**config.mk**
```make
export PLATFORM = sky130hd
export DESIGN_NAME = gpio_ctrl
export DESIGN_NICKNAME = d
export VERILOG_FILES = /design/src/rtl/gpio_ctrl.sv
export SDC_FILE = /design/constraint.sdc
export NUM_CORES = 1
export LEC_CHECK = 0
export ABC_AREA = 1
export ABC_CLOCK_PERIOD_IN_PS = 2460
export CAP_MARGIN = 15
export CELL_PAD_IN_SITES_DETAIL_PLACEMENT = 0
export CELL_PAD_IN_SITES_GLOBAL_PLACEMENT = 1
export CORE_MARGIN = 2
export CORE_UTILIZATION = 35
export CTS_CLUSTER_DIAMETER = 120
export DETAILED_ROUTE_END_ITERATION = 8
export PLACE_DENSITY_LB_ADDON = 0.25
export SETUP_SLACK_MARGIN = 0.1
export SYNTH_ARGS = -nofsm -noshare
export SYNTH_HDL_FRONTEND = slang
export SYNTH_SLANG_ARGS = --single-unit
```
**constraint.sdc**
```tcl
create_clock -name clk -period 2.46 [get_ports clk]
set_input_delay 0.492 -clock clk [delete_from_list [all_inputs] [get_ports clk]]
set_output_delay 0.492 -clock clk [all_outputs]
set_load 0.1 [all_outputs]
```
**src/rtl/gpio_ctrl.sv**
```systemverilog
// rtl/gpio_ctrl.sv - GPIO peripheral: debounced inputs with edge IRQ, atomic output ops, 8-bit PWM
module gpio_ctrl #(
  parameter int          NIN     = 7,
  parameter int          NOUT    = 32,
  parameter int          NPWM    = 3,
  parameter int          DEB_CNT = 24000,
  parameter int          PWM_PRE = 94,
  parameter logic [31:0] OUT_RST = 32'h0000_0000
) (
  input  logic            clk,
  input  logic            reset,
  input  logic            cs,
  input  logic            we,
  input  logic [3:0]      addr,
  input  logic [31:0]     din,
  output logic [31:0]     dout,
  input  logic [NIN-1:0]  gp_in,
  output logic [NOUT-1:0] gp_out,
  output logic            irq
);
  localparam int CW  = $clog2(DEB_CNT);
  localparam int PW  = (PWM_PRE > 1) ? $clog2(PWM_PRE) : 1;
  localparam int NPA = (NPWM > 0) ? NPWM : 1;

  logic [NIN-1:0]  sync1, sync2, deb_q, deb_d, edge_q, edge_set, irq_en, edge_mode;
  logic [CW-1:0]   cnt_q [NIN];
  logic [CW-1:0]   cnt_d [NIN];
  logic [NOUT-1:0] out_q;
  logic [7:0]      duty [NPA];
  logic [NPA-1:0]  pwm_en;
  logic [PW-1:0]   pre;
  logic [7:0]      pwm_cnt;
  logic [31:0]     rdata;
  logic            wr, rd;

  assign wr = cs & we;
  assign rd = cs & ~we;

  // A bit is accepted only after differing from the debounced state for DEB_CNT consecutive cycles.
  always_comb begin
    deb_d = deb_q;
    for (int i = 0; i < NIN; i++) begin
      cnt_d[i] = '0;
      if (sync2[i] != deb_q[i]) begin
        if (cnt_q[i] == CW'(DEB_CNT - 1)) deb_d[i] = sync2[i];
        else cnt_d[i] = cnt_q[i] + CW'(1);
      end
    end
    edge_set = (deb_q ^ deb_d) & ~(deb_d ^ edge_mode);
  end

  always_ff @(posedge clk) begin
    if (reset) begin
      sync1 <= '1;
      sync2 <= '1;
      deb_q <= '1;
      for (int i = 0; i < NIN; i++) cnt_q[i] <= '0;
    end else begin
      sync1 <= gp_in;
      sync2 <= sync1;
      deb_q <= deb_d;
      for (int i = 0; i < NIN; i++) cnt_q[i] <= cnt_d[i];
    end
  end

  always_ff @(posedge clk) begin
    if (reset) begin
      out_q     <= OUT_RST[NOUT-1:0];
      edge_q    <= '0;
      irq_en    <= '0;
      edge_mode <= '0;
      irq       <= 1'b0;
      pwm_en    <= '0;
      for (int k = 0; k < NPA; k++) duty[k] <= '0;
    end else begin
      if (wr) begin
        case (addr)
          4'd0: out_q <= din[NOUT-1:0];
          4'd1: out_q <= out_q | din[NOUT-1:0];
          4'd2: out_q <= out_q & ~din[NOUT-1:0];
          4'd3: out_q <= out_q ^ din[NOUT-1:0];
          4'd6: irq_en <= din[NIN-1:0];
          4'd7: edge_mode <= din[NIN-1:0];
          default: ;
        endcase
      end
      for (int k = 0; k < NPWM; k++) begin
        if (wr && addr == 4'(8 + k)) begin
          duty[k]   <= din[7:0];
          pwm_en[k] <= din[8];
        end
      end
      // New edges are OR-ed in after the W1C mask so a coincident set wins.
      edge_q <= (edge_q & ~((wr && addr == 4'd5) ? din[NIN-1:0] : '0)) | edge_set;
      irq    <= |(edge_q & irq_en);
    end
  end

  always_ff @(posedge clk) begin
    if (reset) begin
      pre     <= '0;
      pwm_cnt <= '0;
      gp_out  <= OUT_RST[NOUT-1:0];
    end else begin
      if (pre == PW'(PWM_PRE - 1)) begin
        pre     <= '0;
        pwm_cnt <= pwm_cnt + 8'd1;
      end else begin
        pre <= pre + PW'(1);
      end
      gp_out <= out_q;
      for (int k = 0; k < NPWM; k++) begin
        if (pwm_en[k]) gp_out[k] <= (pwm_cnt < duty[k]);
      end
    end
  end

  always_comb begin
    rdata = '0;
    case (addr)
      4'd0: rdata[NOUT-1:0] = out_q;
      4'd4: rdata[NIN-1:0]  = deb_q;
      4'd5: rdata[NIN-1:0]  = edge_q;
      4'd6: rdata[NIN-1:0]  = irq_en;
      4'd7: rdata[NIN-1:0]  = edge_mode;
      default: ;
    endcase
    for (int k = 0; k < NPWM; k++) begin
      if (addr == 4'(8 + k)) rdata[8:0] = {pwm_en[k], duty[k]};
    end
  end

  always_ff @(posedge clk) begin
    if (reset) dout <= '0;
    else if (rd) dout <= rdata;
  end
endmodule
```
==> results of run 1 <==
[synth_stat cells (all sizes together)]
master | count | area (µm²)
nand3 | 101 | 505.5
nor3b | 3 | 22.52
o2111ai | 29 | 254.0
nor4 | 1 | 6.260
o21ai | 79 | 395.4
or3 | 1 | 6.260
edfxtp | 24 | 720.7
o21bai | 1 | 7.510
nand3b | 7 | 52.55
ha | 95 | 1189
xor2 | 29 | 254.0
inv | 258 | 970.9
clkinv | 1 | 3.750
o21a | 3 | 22.52
dfxtp | 262 | 5245
and3 | 1 | 6.260
nand2 | 463 | 1743
xnor2 | 15 | 131.4
nand4 | 23 | 143.9
o211ai | 6 | 45.04
nor2 | 228 | 991.0
a21oi | 139 | 733.2
o22ai | 2 | 12.51
buf | 34 | 202.7
clkbuf | 18 | 67.56
a211oi | 5 | 37.54
nor3 | 38 | 227.7
a22o | 3 | 26.28
or2 | 24 | 150.2
[cells by family after synthesis]
kind of cell,count (synthesis)
AOI/OAI and AO/OA,267
buffers and inverters,311
DFF,286
and+or+nand+nor,890
xor gates and xnor gates,44
adders and majority gates,95
[area by class of cell]
class,instances,area (µm²)
Inverter,259,974.7
Sequential cell,286,5966
Clock buffer,49,988.4
Fill cell,4134,22760
Multi-Input combinational cell,1296,6970
Clock inverter,8,143.9
Tap cell,525,656.9
Timing Repair Buffer,148,1361
[cells in the final DEF (no fill, tap or decap), types with 3 or more instances in the layout]
cell,count
clkdlybuf4s50_1,45
nor3_2,3
a21oi_1,129
dfxtp_1,262
buf_12,11
clkinv_2,3
o2111ai_1,29
bufinv_16,4
a22o_1,3
buf_4,92
nand4_1,23
clkbuf_8,6
xnor2_1,15
clkbuf_1,8
nor2_1,209
nor2_2,7
nand3b_1,7
nand3_1,101
o211ai_1,6
ha_1,95
inv_2,14
o21ai_1,8
nand2_1,461
a21oi_2,10
o21a_1,3
clkbuf_16,35
a211oi_1,5
or2_2,22
nor3b_1,3
edfxtp_1,24
nor2_4,8
nor3_1,33
xor2_1,29
nor2_8,4
o21ai_0,71
inv_1,243
[state kept, by name (all words and copies together) (netlist names), 8 cells and up]
signal,flops
pwm_cnt,8
out_q,32
dout,32
cnt_q,105
gp_out,32
duty,24
[through the flow]
step / utilization (%) / cell area (µm²)
floorplan: - / 14170
global placement: 40.00 / 15930
detailed placement: 40.00 / 15930
CTS: 42.84 / 17060
global route: 42.84 / 17060
finish: 42.84 / 17060
[power breakdown]
| part | leakage [nW] | switching, mW | internal (mW) |
|---|---|---|---|
| Sequential | 2.35 | 0.0626 | 4.79 |
| Clock | 0.557 | 1.99 | 3.20 |
| Combinational | 4.30 | 0.679 | 0.289 |
[layer usage]
layer | part of all wire (%) | track usage, % | vias to the layer above | wire [µm]
met4 | 3.3 | 7.323 | 0 | 1249
met1 | 46 | 22.80 | 5515 | 17160
met3 | 4.6 | 3.484 | 73 | 1729
met2 | 47 | 30.80 | 179 | 17530
li1 | - | - | 6335 | -
met5 | 0 | 0 | - | 0
[final timing paths]
kind                  end  slack (ns)  cells past startpoint
min             edge_q[1]        0.35                      2
max reg2reg  cnt_q[5][11]        0.44                     10
min reg2reg      sync2[2]        0.40                      1
max          cnt_q[5][11]        0.44                     10
==> tab_implementation.tex, run 1 <==
\begin{tabular}{lr}
\hline
Metric & Value \\
\hline
\multicolumn{2}{l}{\textbf{Status}} \\
Status & complete, no violations \\
\multicolumn{2}{l}{\textbf{Clock tree}} \\
TritonCTS clock tree & built \\
CTS Sinks & about 290 \\
H-Tree Level Count & 2 \\
Largest buffer count on any clock path & 3 \\
\# resized after CTS & 0 \\
Total CTS buffers & 35 \\
Post-CTS Hold Fix Bufs & 0 \\
Worst skew pair latency & approximately 0.54 ns \\
Buffer cell driving the clock tree root & clkbuf\_16 \\
Clock transition at the registers of the reported paths & roughly 0.06 ns \\
Setup bufs post-CTS & 0 \\
\multicolumn{2}{l}{\textbf{Critical path}} \\
Nature of the critical path startpoint & flip-flop \\
Critical path's top delay family & simple AND/OR/NAND/NOR gates \\
Top fanout value on the critical path & 11 \\
Category of the worst setup path capture point & flip-flop \\
Worst reg2reg path startpoint & cnt\_q[5][0] \\
Worst path max stage delay & 0.37 ns \\
Critical Path Source & cnt\_q[5][0] \\
Worst path buffer plus inverter count & 3 \\
Critical path data required time & between 2 and 3 ns \\
Critical path data arrival time & $\sim$2.4 ns \\
Worst path cell trace & ha\_1 > nand2\_1 > nor2\_2 > inv\_2 > nor3\_4 > nand2\_1 > nand2\_1 > inv\_2 > nand3\_1 > inv\_1 \\
Critical Setup Path Class & flip-flop to flip-flop \\
Cell with the largest stage delay on the worst path & dfxtp\_1 \\
Worst path most repeated cell & nand2\_1 \\
\multicolumn{2}{l}{\textbf{Place}} \\
Count of input and output buffers & 111 \\
Dpl hpwl & between 20 and 30 mm \\
Pre-CTS setup slack & 0.07286 ns \\
Number of instances in the placed design & 2514 \\
Placer's final routability congestion estimate & between 0.8 and 0.9 \\
\multicolumn{2}{l}{\textbf{Die}} \\
Initial Utilization & 35.59\% \\
Cell row count & 73 \\
Boundary Pins & $\sim$110 \\
Vertical die dimension & 205.2 µm \\
Die ar. & about 42000 µm² \\
Total core area & approximately 40000 µm² \\
Die extent in x & a little over 200 µm \\
\multicolumn{2}{l}{\textbf{Hold path}} \\
Source of the worst hold timing path & reset \\
Hold crit path type & input port to flip-flop \\
\multicolumn{2}{l}{\textbf{Global route}} \\
Global-route wire length before repair & roughly 61 mm \\
Overall Global Routing Usage & 18.22\% \\
GR Overflow Total & 0 \\
Largest net degree at the start of global routing & between 40 and 50 \\
Antenna violations before repair & 1 \\
Vias in the first global route & approximately 12000 \\
\multicolumn{2}{l}{\textbf{STA}} \\
Max frequency & 495.6 MHz \\
Slew HR & between 60 and 70\% \\
Actual slew at the worst max-slew pin & approximately 0.47 ns \\
Number of slew-limit violations in the final report & 0 \\
Worst hold slack & 0.3487 ns \\
Post-Route Setup TNS & 0 ns \\
Final min period & slightly above 2 ns \\
Final setup fails & 0 \\
Total count of hold-check failures in the final report & 0 \\
Worst-case setup margin in the final layout & between 0.4 and 0.5 ns \\
Clock Skew & between 0.02 and 0.025 ns \\
Setup repair after global routing missed its margin & false \\
Ratio of final minimum period to clock period & around 82\% \\
\multicolumn{2}{l}{\textbf{Layout}} \\
Area growth, synth to finish & 20.37\% \\
N\_diodes & 0 \\
Non-filler instance count after layout & 2571 \\
Fraction of final layout cells sized beyond drive strength 1 & 11.00\% \\
Total Nets Final & between 2000 and 2500 \\
\multicolumn{2}{l}{\textbf{Synthesis}} \\
Post-synthesis share of cell area spent on xor and xnor gates & around 2.7\% \\
Yosys warnings & 0 \\
Dominant combinational cell family by area after synthesis & simple AND/OR/NAND/NOR gates \\
Synth Instances & about 1900 \\
Syn Area/Cell & about 7.5 µm² \\
Adder-cell share of the synthesized area & between 8 and 9\% \\
Mapped Nets & roughly 2000 \\
Area of the mapped netlist & 14170 µm² \\
Share of synthesized area spent on multiplexers & 0\% \\
Flop and latch count out of synthesis & roughly 290 \\
Simple-gate share of the synthesized area & a little over a quarter \\
Yosys cell types & 44 \\
Synthesized-area fraction occupied by ao, oa, aoi and oai cells & between 10\% and 20\% \\
Sequential area share after synthesis & approximately 42\% \\
\multicolumn{2}{l}{\textbf{Power}} \\
Power density over cell area & around 650 nW/µm² \\
Leakage power & a little over 7 nW \\
Overall power & 11.02 mW \\
Peak supply drop & 399.1 µV \\
\multicolumn{2}{l}{\textbf{Job}} \\
Max-capacitance violation count & 0 \\
\multicolumn{2}{l}{\textbf{Routing}} \\
Final ANT Viol Nets & 0 \\
Via-to-Cell Ratio & 4.707 \\
Number of detailed-routing iterations run before antenna repair & 5 \\
First DRT Iteration DRCs & 628 \\
Wire length per cell after detailed routing & between 10 and 15 µm \\
DR DRC count & 0 \\
Final wirelength & 37.67 mm \\
Total vias in the final route & 12102 \\
\hline
\end{tabular}
No activity file was read; power rests on OpenSTA's default activity.
==> run 2: changes to the inputs <==
Settings changed: ABC_CLOCK_PERIOD_IN_PS 2460 to 2000.
Clock period 2.46 ns to 2 ns, I/O delays scaled along.
==> run 2 against run 1 <==
Routed wire length grew 1.1%. Clock-buffer cell count increased by 9. Combinational power is 28% higher. Setup slack worse by 0.19 ns. Cell area up 2.9%. Power increased by 26%.
==> tab_implementation.tex, run 2 (synthesized netlist as in run 1, its figures left out) <==
\begin{tabular}{lr}
\hline
Metric & Value \\
\hline
\multicolumn{2}{l}{\textbf{STA}} \\
Max frequency & $\sim$570 MHz \\
Actual slew at the worst max-slew pin & 0.4554 ns (was 0.4720 ns) \\
Number of slew-limit violations in the final report & 0 (unchanged) \\
Total count of hold-check failures in the final report & 0 (unchanged) \\
Setup repair after global routing missed its margin & false (unchanged) \\
Clock Skew & 0.02090 ns (was 0.02025 ns) \\
Final setup fails & 0 (unchanged) \\
Slew HR & 69.64\% (was 68.42\%) \\
Post-Route Setup TNS & 0 ns (unchanged) \\
Ratio of final minimum period to clock period & between 80\% and 90\% \\
Final min period & between 1.5 and 2 ns \\
\multicolumn{2}{l}{\textbf{Routing}} \\
Wire length per cell after detailed routing & 14.50 µm (was 14.65 µm) \\
Final ANT Viol Nets & 0 (unchanged) \\
First DRT Iteration DRCs & 586 (was 628) \\
DR DRC count & 0 (unchanged) \\
Total vias in the final route & 12375 (was 12102) \\
Final wirelength & 38.07 mm (was 37.67 mm) \\
Number of detailed-routing iterations run before antenna repair & 4 (was 5) \\
Via-to-Cell Ratio & 4.712 (was 4.707) \\
\multicolumn{2}{l}{\textbf{Hold path}} \\
Hold crit path type & input port to flip-flop (unchanged) \\
\multicolumn{2}{l}{\textbf{Global route}} \\
Global-route wire length before repair & 62.07 mm (was 61.11 mm) \\
Antenna violations before repair & 1 (unchanged) \\
Largest net degree at the start of global routing & 45 (unchanged) \\
Vias in the first global route & 12111 (was 11892) \\
Overall Global Routing Usage & 18.40\% (was 18.22\%) \\
GR Overflow Total & 0 (unchanged) \\
\multicolumn{2}{l}{\textbf{Power}} \\
Sequential power share & 43.1\% (was 44.1\%) \\
Internal power & 10.41 mW (was 8.284 mW) \\
Sw Ratio & 24.89\% (was 24.82\%) \\
Peak supply drop & 535.0 µV (was 399.1 µV) \\
Overall power & 13.86 mW (was 11.02 mW) \\
Leakage power & 7.500 nW (was 7.207 nW) \\
Relative contribution of combinational cells to total power & 9.0\% (was 8.8\%) \\
Reported net switching power & 3.448 mW (was 2.735 mW) \\
Clock network fraction of total power & 47.9\% (was 47.1\%) \\
Power density over cell area & 789.4 nW/µm² (was 645.8 nW/µm²) \\
\multicolumn{2}{l}{\textbf{Clock tree}} \\
\# resized after CTS & 0 (unchanged) \\
Largest buffer count on any clock path & 3 (unchanged) \\
Post-CTS Hold Fix Bufs & 0 (unchanged) \\
Buffer cell driving the clock tree root & clkbuf\_16 (unchanged) \\
Setup bufs post-CTS & 0 (unchanged) \\
H-Tree Level Count & 2 (unchanged) \\
Worst skew pair latency & 0.54 ns (about the same) \\
Total CTS buffers & 36 (was 35) \\
CTS Sinks & 286 (unchanged) \\
TritonCTS clock tree & built (unchanged) \\
Clock transition at the registers of the reported paths & 0.06 ns (about the same) \\
\multicolumn{2}{l}{\textbf{Layout}} \\
Area growth, synth to finish & 23.83\% (was 20.37\%) \\
Largest Register & cnt\_q (unchanged) \\
Reg area & 5966 µm² (unchanged) \\
Commonest non-fill, non-tap cells in the layout & 460 x nand2\_1, 262 x dfxtp\_1, 243 x inv\_1, 207 x nor2\_1, 136 x buf\_4 (was 461 x nand2\_1, 262 x dfxtp\_1, 243 x inv\_1, 209 x nor2\_1, 129 x a21oi\_1) \\
Flip-flop count of the largest register after layout & 105 (unchanged) \\
Area occupied by multi-input gates & 6978 µm² (was 6970 µm²) \\
Most common cell after layout, fill and taps aside & nand2\_1 (unchanged) \\
Final core utilization & 44.07\% (was 42.84\%) \\
Total Nets Final & 2216 (was 2168) \\
Fraction of final layout cells sized beyond drive strength 1 & 13.37\% (was 11.00\%) \\
Layout fillers & 4068 (was 4134) \\
N\_diodes & 0 (unchanged) \\
\multicolumn{2}{l}{\textbf{Die}} \\
Die extent in x & 205.2 µm (unchanged) \\
Total core area & 39820 µm² (unchanged) \\
Cell row count & 73 (unchanged) \\
Initial Utilization & 35.59\% (unchanged) \\
Die ar. & 42120 µm² (unchanged) \\
Vertical die dimension & 205.2 µm (unchanged) \\
Boundary Pins & 112 (unchanged) \\
\multicolumn{2}{l}{\textbf{Critical path}} \\
Worst path most repeated cell & nor2\_1 (was nand2\_1) \\
Cell with the largest stage delay on the worst path & clkdlybuf4s50\_1 (was dfxtp\_1) \\
Top fanout value on the critical path & 7 (was 11) \\
Critical path data arrival time & 2.17 ns (was 2.44 ns) \\
Category of the worst setup path capture point & flip-flop (unchanged) \\
Critical Setup Path Class & input port to flip-flop (was flip-flop to flip-flop) \\
Nature of the critical path startpoint & input port (was flip-flop) \\
Worst path cell trace & clkdlybuf4s50\_1 > buf\_4 > nand2\_1 > inv\_1 > buf\_4 > nand3\_1 > nand2\_1 > nor2\_1 > nand4\_1 > nor2\_1 > nor2\_1 (was ha\_1 > nand2\_1 > nor2\_2 > inv\_2 > nor3\_4 > nand2\_1 > nand2\_1 > inv\_2 > nand3\_1 > inv\_1) \\
Critical path data required time & 2.43 ns (was 2.88 ns) \\
Worst path max stage delay & 0.50 ns (was 0.37 ns) \\
\multicolumn{2}{l}{\textbf{Place}} \\
Dpl hpwl & 27.40 mm (was 26.89 mm) \\
Count of input and output buffers & 111 (unchanged) \\
Placer's final routability congestion estimate & 0.8354 (was 0.8281) \\
\multicolumn{2}{l}{\textbf{Status}} \\
Status & complete, no violations (unchanged) \\
\multicolumn{2}{l}{\textbf{Job}} \\
Max-capacitance violation count & 0 (unchanged) \\
\hline
\end{tabular}
==> run 2: cell count changes in the layout (fill, tap and decap cells not counted), sizes merged <==
cell / before / now
buf: 103 / 150
bufinv: 4 / 2
clkbuf: 49 / 58
clkinv: 4 / 5
clkinvlp: 0 / 1
inv: 259 / 258
==> run 2: worst max-delay path, delay by kind of cell <==
kind / cells / cell delay (ns)
buffers and inverters: 4 / 0.99
and+or+nand+nor: 7 / 0.77
==> run 2: layer usage <==
layer	GRT usage (%)	share of wire [%]	vias up
met4	7.914	3.5	2
li1	-	-	6454
met1	23.57	46	5642
met5	0	0.032	-
met2	30.35	46	206
met3	3.342	4.2	71
==> run 2: power by group through the flow <==
stage          Combinational (mW)  Sequential, mW  Clock (mW)
4_1_cts                      1.25            5.97        6.85
2_1_floorplan               0.450            6.41           0
5_1_grt                      1.35            5.98        7.09
6_report                     1.24            5.97        6.64
3_3_place_gp                 1.24            6.10           0
3_5_place_dp                 1.25            6.10           0
==> run 2: final cells by class <==
type	count	area share, %
clock inverter	7	0.5632
clock buffer	58	6.416
multi-input combinational	1296	39.76
tap	525	3.743
timing repair buffer	195	9.980
sequential	286	33.99
inverter	259	5.553
==> run 2: final timing paths <==
path / startpoint / endpoint / slack [ns] / depth (start not counted)
max reg2reg: cnt_q[6][3] / cnt_q[6][8] / 0.30 / 7
max: addr[0] / dout[4] / 0.25 / 11
min reg2reg: sync1[1] / sync2[1] / 0.41 / 1
min: reset / edge_q[1] / 0.18 / 2
==> run 2: per-stage QoR <==
step           instance area (µm²)  hold slack, ns  worst slack [ns]  cells
3_5_place_dp                 16320          0.3974           -0.3268   2561
5_1_grt                      17550          0.1953            0.1019   2626
4_1_cts                      17540          0.1583            0.2107   2626
2_1_floorplan                14170          0.3895            0.3639   1893
6_report                     17550          0.1831            0.2541   2626
3_3_place_gp                 16320          0.4002           -0.3078   2561
==> run 3: changes to the inputs <==
Settings changed: DONT_BUFFER_PORTS set to 1.
==> run 3 against run 2 <==
Sequential power about the same. Power down 3.8%. Setup slack better by 0.089 ns. Global-route usage is essentially flat. Clock skew down 0.0080 ns. Register-to-register slack better by 0.04 ns. Clock power down 5.3%. Die area did not move. Sequential share of layout area is 1.9 points higher.
==> tab_implementation.tex, run 3 (synthesized netlist as in run 1, its figures left out) <==
\begin{tabular}{lr}
\hline
Metric & Value \\
\hline
\multicolumn{2}{l}{\textbf{Clock tree}} \\
Largest buffer count on any clock path & 3 (unchanged) \\
Total CTS buffers & 35 (was 36) \\
CTS Sinks & 286 (unchanged) \\
TritonCTS clock tree & built (unchanged) \\
Worst skew pair latency & 0.54 ns (about the same) \\
Clock transition at the registers of the reported paths & 0.05 ns (was 0.06 ns) \\
Buffer cell driving the clock tree root & clkbuf\_16 (unchanged) \\
Setup bufs post-CTS & 0 (unchanged) \\
H-Tree Level Count & 2 (unchanged) \\
\multicolumn{2}{l}{\textbf{Critical path}} \\
Capture instance of the worst register-to-register path & cnt\_q[2][14] (was cnt\_q[6][8]) \\
Critical path data arrival time & 2.07 ns (was 2.17 ns) \\
Nature of the critical path startpoint & flip-flop (was input port) \\
Critical path data required time & 2.41 ns (was 2.43 ns) \\
Worst setup endpoint & cnt\_q[2][14] (was dout[4]) \\
Top fanout value on the critical path & 7 (unchanged) \\
Number of cells on the worst reg-to-reg path & 11 (was 7) \\
Critical Setup Path Class & flip-flop to flip-flop (was input port to flip-flop) \\
Category of the worst setup path capture point & flip-flop (unchanged) \\
Critical Path Source & cnt\_q[2][0] (was addr[0]) \\
Flop-to-flop setup slack & 0.34 ns (was 0.30 ns) \\
Worst reg2reg path startpoint & cnt\_q[2][0] (was cnt\_q[6][3]) \\
\multicolumn{2}{l}{\textbf{Layout}} \\
Flip-flop count of the largest register after layout & 105 (unchanged) \\
Total Nets Final & 2126 (was 2216) \\
Largest Register & cnt\_q (unchanged) \\
Area growth, synth to finish & 17.33\% (was 23.83\%) \\
Fraction of final layout cells sized beyond drive strength 1 & 11.15\% (was 13.37\%) \\
Most common cell after layout, fill and taps aside & nand2\_1 (unchanged) \\
Commonest non-fill, non-tap cells in the layout & 460 x nand2\_1, 262 x dfxtp\_1, 243 x inv\_1, 208 x nor2\_1, 129 x a21oi\_1 (was 460 x nand2\_1, 262 x dfxtp\_1, 243 x inv\_1, 207 x nor2\_1, 136 x buf\_4) \\
Final core utilization & 41.76\% (was 44.07\%) \\
Summed area of non-filler cells in the final layout & 16630 µm² (was 17550 µm²) \\
N\_diodes & 0 (unchanged) \\
Layout fillers & 4148 (was 4068) \\
\multicolumn{2}{l}{\textbf{Status}} \\
Status & complete, no violations (unchanged) \\
\multicolumn{2}{l}{\textbf{STA}} \\
Max frequency & 603.5 MHz (was 572.8 MHz) \\
Setup repair after global routing missed its margin & false (unchanged) \\
Total count of hold-check failures in the final report & 0 (unchanged) \\
Slew HR & 48.82\% (was 69.64\%) \\
Worst hold slack & 0.03360 ns (was 0.1831 ns) \\
Ratio of final minimum period to clock period & 82.85\% (was 87.30\%) \\
Post-Route Setup TNS & 0 ns (unchanged) \\
Final setup fails & 0 (unchanged) \\
Number of slew-limit violations in the final report & 0 (unchanged) \\
Final min period & 1.657 ns (was 1.746 ns) \\
Worst-case setup margin in the final layout & 0.3430 ns (was 0.2541 ns) \\
Actual slew at the worst max-slew pin & 0.7666 ns (was 0.4554 ns) \\
Clock Skew & 0.01288 ns (was 0.02090 ns) \\
\multicolumn{2}{l}{\textbf{Place}} \\
Dpl hpwl & 26.45 mm (was 27.40 mm) \\
Placer's final routability congestion estimate & 0.8329 (was 0.8354) \\
Dpl cell area & 15350 µm² (was 16320 µm²) \\
Pre-CTS setup slack & 0.1508 ns (was -0.3268 ns) \\
Count of input and output buffers & 0 (was 111) \\
\multicolumn{2}{l}{\textbf{Die}} \\
Vertical die dimension & 205.2 µm (unchanged) \\
Die ar. & 42120 µm² (unchanged) \\
Cell row count & 73 (unchanged) \\
Initial Utilization & 35.59\% (unchanged) \\
Total core area & 39820 µm² (unchanged) \\
Boundary Pins & 112 (unchanged) \\
Die extent in x & 205.2 µm (unchanged) \\
\multicolumn{2}{l}{\textbf{Hold path}} \\
Source of the worst hold timing path & din[1] (was reset) \\
Hold crit path type & input port to flip-flop (unchanged) \\
\multicolumn{2}{l}{\textbf{Routing}} \\
Number of detailed-routing iterations run before antenna repair & 5 (was 4) \\
DR DRC count & 0 (unchanged) \\
Via-to-Cell Ratio & 4.757 (was 4.712) \\
First DRT Iteration DRCs & 524 (was 586) \\
Final ANT Viol Nets & 0 (unchanged) \\
Final wirelength & 37.73 mm (was 38.07 mm) \\
Wire length per cell after detailed routing & 14.89 µm (was 14.50 µm) \\
Total vias in the final route & 12055 (was 12375) \\
\multicolumn{2}{l}{\textbf{Global route}} \\
GR Overflow Total & 0 (unchanged) \\
Vias in the first global route & 11912 (was 12111) \\
Global-route wire length before repair & 61.48 mm (was 62.07 mm) \\
Largest net degree at the start of global routing & 64 (was 45) \\
Overall Global Routing Usage & 18.40\% (about the same) \\
Antenna violations before repair & 1 (unchanged) \\
\multicolumn{2}{l}{\textbf{Job}} \\
Max-capacitance violation count & 0 (unchanged) \\
\multicolumn{2}{l}{\textbf{Power}} \\
Leakage power & 7.046 nW (was 7.500 nW) \\
Peak supply drop & 674.3 µV (was 535.0 µV) \\
Power density over cell area & 801.8 nW/µm² (was 789.4 nW/µm²) \\
\hline
\end{tabular}
==> run 3: timing repair <==
| action | in CTS | in global routing |
|---|---|---|
| endpoints found under the setup margin | 0 | 18 |
| hold buffers | 10 | 0 |
| hold endpoints to repair | 66 | 0 |
| gates resized for setup | 0 | 4 |
==> run 3: report_power, final <==
part,switching (mW),internal [mW]
combinational,0.804,0.268
sequential,0.0722,5.90
clock,2.46,3.83
==> run 3: through the flow <==
stage          cells  power, mW
2_1_floorplan   1893      6.856
3_3_place_gp    2462      7.102
3_5_place_dp    2462      7.118
4_1_cts         2534      13.57
5_1_grt         2534      13.88
6_report        2534      13.33
==> run 3: final cells by class <==
cell class / instances / area [µm²] / share of cell area (%)
multi-input combinational: 1296 / 6987 / 42.01
sequential: 286 / 5966 / 35.87
clock buffer: 54 / 1080 / 6.493
inverter: 259 / 974.7 / 5.861
timing repair buffer: 106 / 900.9 / 5.417
tap: 525 / 656.9 / 3.950
clock inverter: 8 / 65.06 / 0.3912
==> run 3: routing by layer <==
| metal | GRT usage [%] | part of all wire (%) | up-vias |
|---|---|---|---|
| met5 | 0 | 0.034 | - |
| met4 | 6.346 | 3.0 | 2 |
| met3 | 4.815 | 5.2 | 66 |
| met2 | 31.03 | 47 | 173 |
| met1 | 22.68 | 45 | 5544 |
| li1 | - | - | 6270 |
==> run 3: worst max-delay path, cell delays in order, from the launching register on <==
cell and delay [ns]:
dfxtp_1 0.35, ha_1 0.17, nand2_1 0.08, nor2_2 0.12, inv_1 0.09, nor2_1 0.09
nand2_1 0.09, inv_1 0.11, nand2_1 0.12, nand2_4 0.14, buf_4 0.13, a21oi_1 0.03
==> run 3: how the worst min path moves through the flow <==
stage / cells past startpoint / to
floorplan: 1 / sync2[0]
global placement: 1 / sync2[2]
detailed placement: 1 / sync2[2]
CTS: 2 / irq_en[3]
global route: 2 / irq_en[1]
finish: 2 / irq_en[1]
